## src/rtl/redirect_ctrl_pkg.sv

```systemverilog
// Shared types for the frontend redirect sequencer.
//   rdr_state_e : sequencer states (boot, idle, drain, issue)
//   rdr_cause_e : redirect cause codes; the numeric value doubles as the
//                 priority level used when comparing an override request
//                 against the held redirect.
package redirect_ctrl_pkg;

    typedef enum logic [1:0] {
        RDR_BOOT,
        RDR_IDLE,
        RDR_DRAIN,
        RDR_ISSUE
    } rdr_state_e;

    typedef enum logic [1:0] {
        RDR_CAUSE_BRANCH  = 2'b00,
        RDR_CAUSE_REFETCH = 2'b01,
        RDR_CAUSE_ERTN    = 2'b10,
        RDR_CAUSE_EXCP    = 2'b11
    } rdr_cause_e;

endpackage

```

## src/rtl/redirect_ctrl_prio.sv

```systemverilog
// Combinational 4-way priority encoder for redirect requests.
// Priority: excp > ertn > refetch > branch.
// Ports:
//   excp_req, ertn_req, refetch_req, branch_req : request inputs
//   req_any : at least one request asserted
//   level   : 2-bit level of the winning request (0 when none)
module redirect_prio
    import redirect_ctrl_pkg::*;
(
    input  logic       excp_req,
    input  logic       ertn_req,
    input  logic       refetch_req,
    input  logic       branch_req,
    output logic       req_any,
    output rdr_cause_e level
);

    always_comb begin
        req_any = excp_req | ertn_req | refetch_req | branch_req;
        level   = RDR_CAUSE_BRANCH;
        if (excp_req) begin
            level = RDR_CAUSE_EXCP;
        end else if (ertn_req) begin
            level = RDR_CAUSE_ERTN;
        end else if (refetch_req) begin
            level = RDR_CAUSE_REFETCH;
        end
    end

endmodule

```

## src/rtl/redirect_ctrl.sv

```systemverilog
// Redirect sequencer between the pipeline control block and the PC/icache
// front end. Latches the highest-priority redirect, holds the PC stage while
// outstanding icache fetches drain (bounded by DRAIN_TIMEOUT), then presents
// the redirect with a valid/ready handshake. Issues a boot redirect to
// RESET_PC after reset.
// Ports:
//   clk, rst          : clock, synchronous active-high reset
//   *_req_i           : redirect requests (excp > ertn > refetch > branch)
//   new_pc_i          : target of this cycle's winning request
//   icache_busy_i     : icache fetch still in flight
//   fe_ready_i        : PC stage accepts the redirect
//   redirect_valid_o  : redirect presented (ISSUE state)
//   redirect_pc_o     : held redirect target
//   redirect_cause_o  : held redirect cause
//   frontend_hold_o   : PC stage paused (any state except IDLE)
//   drain_timeout_o   : sticky, a drain ended by timeout
module redirect_ctrl
    import redirect_ctrl_pkg::*;
#(
    parameter logic [31:0] RESET_PC      = 32'h1c00_0000,
    parameter int unsigned DRAIN_TIMEOUT = 64,
    parameter int unsigned CNT_W         = 7
) (
    input  logic        clk,
    input  logic        rst,
    input  logic        excp_req_i,
    input  logic        ertn_req_i,
    input  logic        refetch_req_i,
    input  logic        branch_req_i,
    input  logic [31:0] new_pc_i,
    input  logic        icache_busy_i,
    input  logic        fe_ready_i,
    output logic        redirect_valid_o,
    output logic [31:0] redirect_pc_o,
    output logic [1:0]  redirect_cause_o,
    output logic        frontend_hold_o,
    output logic        drain_timeout_o
);

    localparam logic [CNT_W-1:0] CNT_LAST = CNT_W'(DRAIN_TIMEOUT - 1);

    rdr_state_e       state_q, state_d;
    rdr_cause_e       cause_q, cause_d;
    logic [31:0]      pc_q, pc_d;
    logic [CNT_W-1:0] cnt_q, cnt_d;
    logic             tmo_q, tmo_d;

    logic             req_any;
    rdr_cause_e       req_level;
    logic             capture;

    redirect_prio u_prio (
        .excp_req    (excp_req_i),
        .ertn_req    (ertn_req_i),
        .refetch_req (refetch_req_i),
        .branch_req  (branch_req_i),
        .req_any     (req_any),
        .level       (req_level)
    );

    always_comb begin
        state_d = state_q;
        cause_d = cause_q;
        pc_d    = pc_q;
        cnt_d   = cnt_q;
        tmo_d   = tmo_q;
        capture = 1'b0;

        case (state_q)
            RDR_BOOT: begin
                state_d = RDR_ISSUE;
                pc_d    = RESET_PC;
                cause_d = RDR_CAUSE_EXCP;
            end
            RDR_IDLE: begin
                capture = req_any;
            end
            RDR_DRAIN: begin
                // An override wins over both the normal and the timeout exit.
                if (req_any && (req_level >= cause_q)) begin
                    capture = 1'b1;
                end else if (!icache_busy_i) begin
                    state_d = RDR_ISSUE;
                    cnt_d   = '0;
                end else if (cnt_q == CNT_LAST) begin
                    state_d = RDR_ISSUE;
                    cnt_d   = '0;
                    tmo_d   = 1'b1;
                end else begin
                    cnt_d   = cnt_q + CNT_W'(1);
                end
            end
            RDR_ISSUE: begin
                // With a handshake any request is a fresh capture; without
                // one only an equal-or-higher level may displace the held one.
                if (req_any && (fe_ready_i || (req_level >= cause_q))) begin
                    capture = 1'b1;
                end else if (fe_ready_i) begin
                    state_d = RDR_IDLE;
                end
            end
            default: begin
                state_d = RDR_BOOT;
            end
        endcase

        if (capture) begin
            pc_d    = new_pc_i;
            cause_d = req_level;
            cnt_d   = '0;
            state_d = icache_busy_i ? RDR_DRAIN : RDR_ISSUE;
        end
    end

    always_ff @(posedge clk) begin
        if (rst) begin
            state_q <= RDR_BOOT;
            cause_q <= RDR_CAUSE_BRANCH;
            pc_q    <= '0;
            cnt_q   <= '0;
            tmo_q   <= 1'b0;
        end else begin
            state_q <= state_d;
            cause_q <= cause_d;
            pc_q    <= pc_d;
            cnt_q   <= cnt_d;
            tmo_q   <= tmo_d;
        end
    end

    assign redirect_valid_o = (state_q == RDR_ISSUE);
    assign frontend_hold_o  = (state_q != RDR_IDLE);
    assign redirect_pc_o    = pc_q;
    assign redirect_cause_o = cause_q;
    assign drain_timeout_o  = tmo_q;

endmodule

```

## config.mk

```make
export PLATFORM = sky130hd
export DESIGN_NAME = redirect_ctrl
export DESIGN_NICKNAME = d
export VERILOG_FILES = /design/src/rtl/redirect_ctrl_pkg.sv /design/src/rtl/redirect_ctrl_prio.sv /design/src/rtl/redirect_ctrl.sv
export SDC_FILE = /design/constraint.sdc
export NUM_CORES = 1
export LEC_CHECK = 0
export ABC_AREA = 1
export ABC_CLOCK_PERIOD_IN_PS = 4420
export CAP_MARGIN = 25
export CORE_MARGIN = 2
export CORE_UTILIZATION = 47
export CTS_CLUSTER_SIZE = 20
export DETAILED_ROUTE_END_ITERATION = 6
export PLACE_DENSITY_LB_ADDON = 0.15
export SYNTH_ARGS = -nofsm -noshare
export SYNTH_HDL_FRONTEND = slang
export SYNTH_HIERARCHICAL = 1
export SYNTH_SLANG_ARGS = --single-unit
```

## constraint.sdc

```tcl
create_clock -name clk -period 4.42 [get_ports clk]
set_input_delay 1.326 -clock clk [delete_from_list [all_inputs] [get_ports clk]]
set_output_delay 1.326 -clock clk [all_outputs]
set_load 0.01 [all_outputs]
```

==> run metrics, run 1 <==
run status=completed; worst setup margin=a little under 1 ns; clk slew on worst S/H paths=0.08 ns; Leakage=1.157 nW; complex-gate fraction of the synthesized area=9.611%; Synth Instances=272; dpl cells=382; Fin Hold WS=0.4715 ns; I/O pins=77; DRC Markers=0; largest net degree at the start of global routing=38; Post-Syn Area per Cell=about 7.3 um2; slowest stage delay, CP=about 0.56 ns; grt ovf=0; Root Driver=clkbuf_8; Hold Path Class=reg2reg; Setup Skew=0.004227 ns; cell repeated most along the worst path=nand2_1; Core Region=between 4000 and 5000 um2; placed inst area=2718 um2; Slew Limit Headroom=57.68%; fin crit period=roughly 3.4 ns; CP required=4.64 ns; CP Launch Type=primary input; Layout Cells excl Fill=389; CTS tree=done; critical path, cell by cell=clkdlybuf4s50_1 > nor2_2 > inv_1 > ha_1 > nand2_1 > nand3_1 > nand2_1 > nand2_1 > nand2_2 > nand2_2 > nand2_1 > a21oi_1; synthesized area=~2000 um2; largest family of logic cells by synthesized area=simple AND/OR/NAND/NOR gates; Syn Nets=315; setup TNS=0 ns; multiplexer share of the synthesized area=0%; Post-Synth Adder-Cell Area=approximately 1.9%; post-CTS setup buffer count=0; Finish-stage setup viols=0; cts hold-fix bufs=0; Sink Count=44; number of fill cells=339; Tcrit/Tclk final=78.03%; Routability Congestion=0.8454; number of buffers created by CTS=5; Setup Slack @ Placement=0.6929 ns; Power Density=349.0 nW/um2; final WL=between 4 and 5 mm; critical path peak fanout=35; die width=69.10 um; sequential area share after synthesis=44.22%; RSZ-0062 raised after global routing=no; Starting Density=around half; #FFs+latches synth=44; Tot Pwr=0.9754 mW; H-tree Lvls=2; DRT antenna net count=0; routed vias=2023; Final Util=69.38%; WL/cell=12.55 um; Resized cells post-CTS=0; die height=69.10 um; # diodes=0; XOR/XNOR share of the synthesized area=1.319%; Fin. Hold Viols=0; initial antenna violation count=0; clock latency at the later pin of the worst-skew pair=~0.29 ns; Via density=between 5 and 6; first-pass GRT wire length=between 8 and 9 mm; final instance area=2795 um2; WS Path Type=in2reg; nets=382; initial DRC count=120; worst slew pin tran=approximately 0.63 ns; I/O Buffers=76; Slowest cell on crit path=nand2_2; max-cap viol count=0; simple-gate portion of the synthesized area=31.47%; Detailed Routing Iterations Pass 1=4; VDD IR max=0.0002222 V; vias in the first global route=1885; Crit. End Element=flip-flop; crit path DAT=3.67 ns; Post-DP HPWL=3.435 mm; Netlist cell types=22; Area Overhead vs Synth=40.33%; Max clock buf depth=2; layout cells sized above 1=4.425%; Synth Warn #=6; Highest Clock Rate=290.0 MHz; num rows=23; Slew Viols, Final=0; Tot GR Track Use=20.42%; die footprint=4775 um2
Yosys cell counts:
cell | n | area [um2]
nand2_1 | 66 | 247.7
dfxtp_1 | 44 | 880.8
nand4_1 | 36 | 225.2
a21oi_1 | 35 | 175.2
inv_1 | 28 | 105.1
nor2_1 | 20 | 75.07
buf_4 | 8 | 60.06
nand3_1 | 6 | 30.03
clkbuf_1 | 5 | 18.77
buf_2 | 3 | 15.01
ha_1 | 3 | 37.54
xor2_1 | 3 | 26.28
buf_6 | 2 | 22.52
nand2_2 | 2 | 12.51
nor2_2 | 2 | 12.51
nor3_1 | 2 | 10.01
o21ai_0 | 2 | 10.01
a31oi_1 | 1 | 6.260
buf_1 | 1 | 3.750
inv_2 | 1 | 3.750
nor3b_1 | 1 | 7.510
or2_2 | 1 | 6.260
registers in the layout (all words and copies together), names as in the netlist:
signal            flops
redirect_pc_o        32
redirect_cause_o      2
drain_timeout_o       1
state_q               2
cnt_q                 7
kinds of logic after synthesis:
family,after synthesis
xor+xnor,3
simple gates,136
compound gates,38
fa+ha+maj,3
buf+inv,48
flops,44
cell type report:
cell class	count	area, um2	share of cell area (%)
clock inverters	1	5.005	0.1791
multi-input cells	180	882.1	31.56
clock buffers	6	72.57	2.596
inverters	29	108.9	3.894
well taps	50	62.56	2.238
repair buffers	79	783.3	28.02
flip-flops and latches	44	880.8	31.51
worst max-delay path, delay by kind of cell:
family                   cells  cell delay, ns
AND/OR/NAND/NOR              8            1.35
buffers and inverters        2            0.50
adder cells (fa/ha/maj)      1            0.29
AO/OA/AOI/OAI                1            0.18
per-layer routing:
| metal | track usage, % | share of wire [%] | vias to the layer above |
|---|---|---|---|
| met1 | 24.18 | 44 | 922 |
| met3 | 5.994 | 6.8 | 4 |
| met4 | 4.793 | 0.64 | 0 |
| met2 | 36.22 | 48 | 69 |
| li1 | - | - | 1028 |
| met5 | 0 | 0 | - |
path summary, 6_finish.rpt:
path         slack (ns)                             to                              from  cells past startpoint
max                0.97  redirect_pc_o[1]$_SDFFE_PP0P_                        ertn_req_i                     12
min                0.47          cnt_q[6]$_SDFFE_PP0P_             cnt_q[6]$_SDFFE_PP0P_                      2
max reg2reg        2.25  redirect_pc_o[1]$_SDFFE_PP0P_  redirect_cause_o[1]$_SDFFE_PP0P_                     10
min reg2reg        0.47          cnt_q[6]$_SDFFE_PP0P_             cnt_q[6]$_SDFFE_PP0P_                      2
cell usage in the layout, fill, tap and decap left out:
master and count:
clkinv_2 1, nor3b_1 1, nand3_1 6, nand2_2 2, nand2_1 66, o21ai_0 2, a31oi_1 1, clkbuf_8 5
inv_1 28, clkbuf_1 1, clkdlybuf4s50_1 76, a21oi_1 35, nor2_1 20, dfxtp_1 44, xor2_1 3, nand4_1 36
inv_2 1, ha_1 3, nor3_1 2, buf_4 3, or2_2 1, nor2_2 2
where the power goes:
part | switching [mW] | internal, mW
logic | 0.152 | 0.136
clock network | 0.124 | 0.107
registers | 0.0213 | 0.434
total | 0.298 | 0.678
No activity file was read; power rests on OpenSTA's default activity.
==> run 2, diff against run 1 <==
--- a/config.mk
+++ b/config.mk
@@ -6,10 +6,10 @@
 export NUM_CORES = 1
 export LEC_CHECK = 0
 export ABC_AREA = 1
-export ABC_CLOCK_PERIOD_IN_PS = 4420
+export ABC_CLOCK_PERIOD_IN_PS = 3600
 export CAP_MARGIN = 25
 export CORE_MARGIN = 2
-export CORE_UTILIZATION = 47
+export CORE_UTILIZATION = 43
 export CTS_CLUSTER_SIZE = 20
 export DETAILED_ROUTE_END_ITERATION = 6
 export PLACE_DENSITY_LB_ADDON = 0.15
==> constraint.sdc (replaced) <==
create_clock -name clk -period 3.6 [get_ports clk]
set_input_delay 1.08 -clock clk [delete_from_list [all_inputs] [get_ports clk]]
set_output_delay 1.08 -clock clk [all_outputs]
set_load 0.01 [all_outputs]
==> run 2 against run 1 <==
Net effect: setup slack worse by 0.26 ns; clock power increased by 55%; core utilization down 5.0 points; sequential cell count unchanged; critical path type unchanged; largest cell class unchanged; largest power group unchanged.
==> run metrics, run 2 (synthesis results as in run 1) <==
uppermost layer routed=met4; Finish-stage setup viols=0; reg2reg start=redirect_cause_o[1]$_SDFFE_PP0P_; post-CTS setup buffer count=0; Via density=around 5.1; r2r setup slk=1.73 ns; metal2 WL=2.434 mm; placed inst area=2743 um2; Highest Clock Rate=346.3 MHz; routed vias=2015; combinational group share of total power=28.5%; final WL=5.083 mm; H-tree Lvls=2; initial antenna violation count=0; Crit. End Element=flip-flop; # diodes=0; Starting Density=45.12%; sequential share of power=43.6%; NetSw=between 0.3 and 0.4 mW; Power Density=approximately 450 nW/um2; clock power share=28.0%; crit path DAT=a little over 3 ns; RR Endpoint=redirect_pc_o[24]$_SDFFE_PP0P_; clk slew on worst S/H paths=0.08 ns; combined area of the multi-input logic cells=about 880 um2; FF/Latch Area=880.8 um2; Area Overhead vs Synth=42.65%; Largest delay share family, worst path=buffers and inverters; RSZ-0062 raised after global routing=no; Leakage=approximately 1.2 nW; DRT antenna net count=0; WS Path Type=in2reg; Core Region=4414 um2; layout cells sized above 1=5.279%; DRC Markers=0; critical path depth in cells=13; nets=385; wl on met1=2.301 mm; Detailed Routing Iterations Pass 1=4; Post-DP HPWL=between 3 and 4 mm; most frequent cells in the layout=clkdlybuf4s50_1 (76), nand2_1 (66), dfxtp_1 (44), nand4_1 (36), a21oi_1 (35); Fin. Hold Viols=0; commonest non-fill, non-tap cell in the layout=clkdlybuf4s50_1; CP Capture Point=redirect_pc_o[24]$_SDFFE_PP0P_; run status=completed; number of fill cells=just under 400; die width=72.06 um; r2r worst-path depth=11; max-cap viol count=0; Hold Path Class=reg2reg; Largest register FFs=32; Tot GR Track Use=about a fifth; switching portion of total power=a little under 30%; first-pass GRT wire length=8.245 mm; CP Launch Type=primary input; Tot Pwr=1.281 mW; critical path peak fanout=30; Slowest cell on crit path=clkdlybuf4s50_1; cts hold-fix bufs=0; grt ovf=0; I/O pins=77; fin crit period=approximately 2.9 ns; CTS tree=done; WL/cell=12.93 um; Slew Limit Headroom=56.88%; Routability Congestion=0.8431; Critical Path Source=ertn_req_i; setup TNS=0 ns; I/O Buffers=76; die footprint=5193 um2; initial DRC count=88; critical path, cell by cell=clkdlybuf4s50_1 > nor2_2 > inv_1 > ha_1 > nand2_1 > nand3_1 > nand2_1 > nand2_1 > nand2_2 > nand2_2 > buf_4 > nand2_1 > a21oi_1; Max clock buf depth=2; Slew Viols, Final=0; largest net degree at the start of global routing=35; worst slew pin tran=around 0.65 ns; Root Driver=clkbuf_8; clock latency at the later pin of the worst-skew pair=between 0.2 and 0.3 ns; die height=72.06 um; Met3 Wirelength=approximately 280 um; CP required=3.83 ns; cell repeated most along the worst path=nand2_1; P_int=0.9055 mW; Setup Skew=roughly 0.0035 ns; Sink Count=44; Tcrit/Tclk final=80.22%; Crit path buffers/inverters=3; vias in the first global route=1814; slowest stage delay, CP=0.44 ns; final instance area=2841 um2; Resized cells post-CTS=0; num rows=24; number of buffers created by CTS=5; VDD IR max=0.0002309 V
run 2: cell types whose count changed in the layout (fill, tap and decap cells not counted):
| cell | previous run | this run |
|---|---|---|
| bufinv_16 | 0 | 1 |
| clkbuf_1 | 1 | 0 |
| buf_4 | 3 | 6 |
| clkinv_2 | 1 | 0 |
run 2: metal layers:
layer  GRT usage, %  vias up
met5              0        -
met1          25.65      925
met4          6.289        0
li1               -     1031
met2          32.62       53
met3          5.278        6
run 2: per-stage QoR:
step | worst slack (ns) | hold WS, ns | std cells | util (%)
after floorplan | 1.210 | 0.4287 | 272 | -
after global placement | 0.5049 | 0.4408 | 387 | 62.13
after detailed placement | 0.3888 | 0.4434 | 387 | 62.13
after CTS | 0.7003 | 0.4548 | 393 | 64.37
after global routing | 0.5131 | 0.4719 | 393 | 64.37
final | 0.7119 | 0.4582 | 393 | 64.37
run 2: cell type report:
cell class	instances	area share (%)
multi-input cells	180	31.04
flip-flops and latches	44	31.00
repair buffers	82	28.36
inverters	29	3.831
clock buffers	5	2.422
well taps	52	2.290
clock inverters	1	1.057
run 2: worst min path at each step:
stage,from,slack [ns],end,depth (start not counted)
2_1_floorplan,cnt_q[6]$_SDFFE_PP0P_,0.43,cnt_q[6]$_SDFFE_PP0P_,2
3_3_place_gp,cnt_q[6]$_SDFFE_PP0P_,0.44,cnt_q[6]$_SDFFE_PP0P_,2
3_5_place_dp,cnt_q[6]$_SDFFE_PP0P_,0.44,cnt_q[6]$_SDFFE_PP0P_,2
4_1_cts,cnt_q[6]$_SDFFE_PP0P_,0.45,cnt_q[6]$_SDFFE_PP0P_,2
5_1_grt,cnt_q[6]$_SDFFE_PP0P_,0.47,cnt_q[6]$_SDFFE_PP0P_,2
6_report,cnt_q[6]$_SDFFE_PP0P_,0.46,cnt_q[6]$_SDFFE_PP0P_,2
run 2: tightest hold or removal path, delay by kind of cell, from the launching register on:
kind | cells | cell delay (ns)
DFF | 1 | 0.32
AOI/OAI and AO/OA | 1 | 0.06
and+or+nand+nor | 1 | 0.04
run 2: power by group through the flow:
stage,combinational (mW),clock [mW],sequential (mW)
finish,0.365,0.358,0.558
global route,0.402,0.389,0.564
CTS,0.369,0.370,0.558
detailed placement,0.367,0,0.569
global placement,0.361,0,0.568
floorplan,0.188,0,0.588
==> run 3, diff against run 2 <==
--- a/config.mk
+++ b/config.mk
@@ -6,7 +6,7 @@
 export NUM_CORES = 1
 export LEC_CHECK = 0
 export ABC_AREA = 1
-export ABC_CLOCK_PERIOD_IN_PS = 3600
+export ABC_CLOCK_PERIOD_IN_PS = 2980
 export CAP_MARGIN = 25
 export CORE_MARGIN = 2
 export CORE_UTILIZATION = 43
==> constraint.sdc (replaced) <==
create_clock -name clk -period 2.98 [get_ports clk]
set_input_delay 0.894 -clock clk [delete_from_list [all_inputs] [get_ports clk]]
set_output_delay 0.894 -clock clk [all_outputs]
set_load 0.01 [all_outputs]
==> run 3 against run 2 <==
Net effect: sequential cell count stayed put; die area unchanged; highest routed layer unchanged; combinational power grew 22%; core utilization rose by 0.96 points; non-clock buffer count grew 2; largest power group unchanged; sequential power grew 21%.
==> run metrics, run 3 (synthesis results as in run 1) <==
run status=completed; Detailed Routing Iterations Pass 1=4; Highest Clock Rate=393.8 MHz; RSZ-0062 raised after global routing=no; CP Launch Type=primary input; setup TNS=0 ns; final instance area=2884 um2; cts hold-fix bufs=0; # diodes=0; Crit. End Element=flip-flop; largest net degree at the start of global routing=35; Setup Slack @ Placement=about 0.15 ns; Core Region=4414 um2; number of fill cells=417; Routability Congestion=~0.84; Hold Path Class=reg2reg; Area Overhead vs Synth=44.79%; die footprint=5193 um2; clock latency at the later pin of the worst-skew pair=0.30 ns; Leakage=1.203 nW; most frequent cells in the layout=clkdlybuf4s50_1 (76), nand2_1 (66), dfxtp_1 (44), nand4_1 (36), a21oi_1 (35); placed inst area=around 2800 um2; Slew Viols, Final=0; Setup Skew=0.004868 ns; fin crit period=about 2.5 ns; final WL=4.998 mm; Power Density=558.0 nW/um2; Finish-stage setup viols=0; Max clock buf depth=2; Root Driver=clkbuf_8; crit path DAT=2.77 ns; I/O pins=77; vias in the first global route=1872; Tcrit/Tclk final=between 80% and 90%; Post-DP HPWL=3.554 mm; Tot Pwr=around 1.6 mW; number of buffers created by CTS=5; grt ovf=0; max-cap viol count=0; worst slew pin tran=0.6305 ns; clk slew on worst S/H paths=around 0.080 ns; combinational group share of total power=27.7%; WL/cell=12.59 um; Fin. Hold Viols=0; Via density=5.103; Fin Hold WS=0.4715 ns; switching portion of total power=28.28%; die width=72.06 um; Starting Density=45.12%; Sink Count=44; I/O Buffers=76; critical path peak fanout=7; post-CTS setup buffer count=0; sequential share of power=41.9%; Slew Limit Headroom=57.97%; DRC Markers=0; routed vias=2026; first-pass GRT wire length=8.355 mm; worst setup margin=0.4406 ns; VDD IR max=0.0003372 V; Resized cells post-CTS=0; CP required=3.21 ns; initial DRC count=170; Largest register FFs=32; WS Path Type=in2reg; NetSw=0.4551 mW; H-tree Lvls=2; DRT antenna net count=0; layout cells sized above 1=6.377%; num rows=24; nets=387; die height=72.06 um; hold path startpoint=cnt_q[6]$_SDFFE_PP0P_; P_int=1.154 mW; commonest non-fill, non-tap cell in the layout=clkdlybuf4s50_1; initial antenna violation count=0; reg2reg start=redirect_cause_o[1]$_SDFFE_PP0P_; clock power share=30.5%; Tot GR Track Use=20.19%; Critical Path Source=ertn_req_i; CTS tree=done
[run 3: final timing paths]
path	endpoint	depth (start not counted)	slack, ns
setup reg to reg	cnt_q[5]$_SDFFE_PP0P_	10	1.26
hold reg to reg	cnt_q[6]$_SDFFE_PP0P_	2	0.47
hold / removal	cnt_q[6]$_SDFFE_PP0P_	2	0.47
setup / recovery	cnt_q[5]$_SDFFE_PP0P_	12	0.44
[run 3: per-layer routing]
layer	global-route usage, %	wire length [um]
met3	4.306	327
met4	6.918	74
met1	25.33	2215
met2	34.35	2380
met5	0	0
[run 3: through the flow]
step	std cells	utilization [%]
6_report	397	65.33
5_1_grt	397	65.33
3_3_place_gp	389	62.47
2_1_floorplan	272	-
4_1_cts	397	65.33
3_5_place_dp	389	62.47
[run 3: area by class of cell]
type                    count  area (um2)  share of cell area (%)
multi-input cells         180       882.1                   30.59
flip-flops and latches     44       880.8                   30.54
clock buffers               7       96.34                   3.341
well taps                  52       65.06                   2.256
repair buffers             84       820.8                   28.46
clock inverters             1       30.03                   1.041
inverters                  29       108.9                   3.774
[run 3: power by group through the flow]
stage                     Clock, mW  Sequential [mW]  Combinational (mW)
after floorplan                   0            0.710               0.227
after global placement            0            0.686               0.444
after detailed placement          0            0.688               0.448
after CTS                     0.501            0.674               0.450
after global routing          0.529            0.679               0.492
final                         0.491            0.674               0.445
[run 3: critical path, cell delays in order]
cell and delay [ns]:
clkdlybuf4s50_1 0.43, nor2_2 0.13, inv_1 0.06, ha_1 0.28
nand2_1 0.09, nand3_1 0.09, nand2_1 0.09, nand2_1 0.15
inv_1 0.21, nand2_1 0.10, xor2_1 0.14, nor2_1 0.09
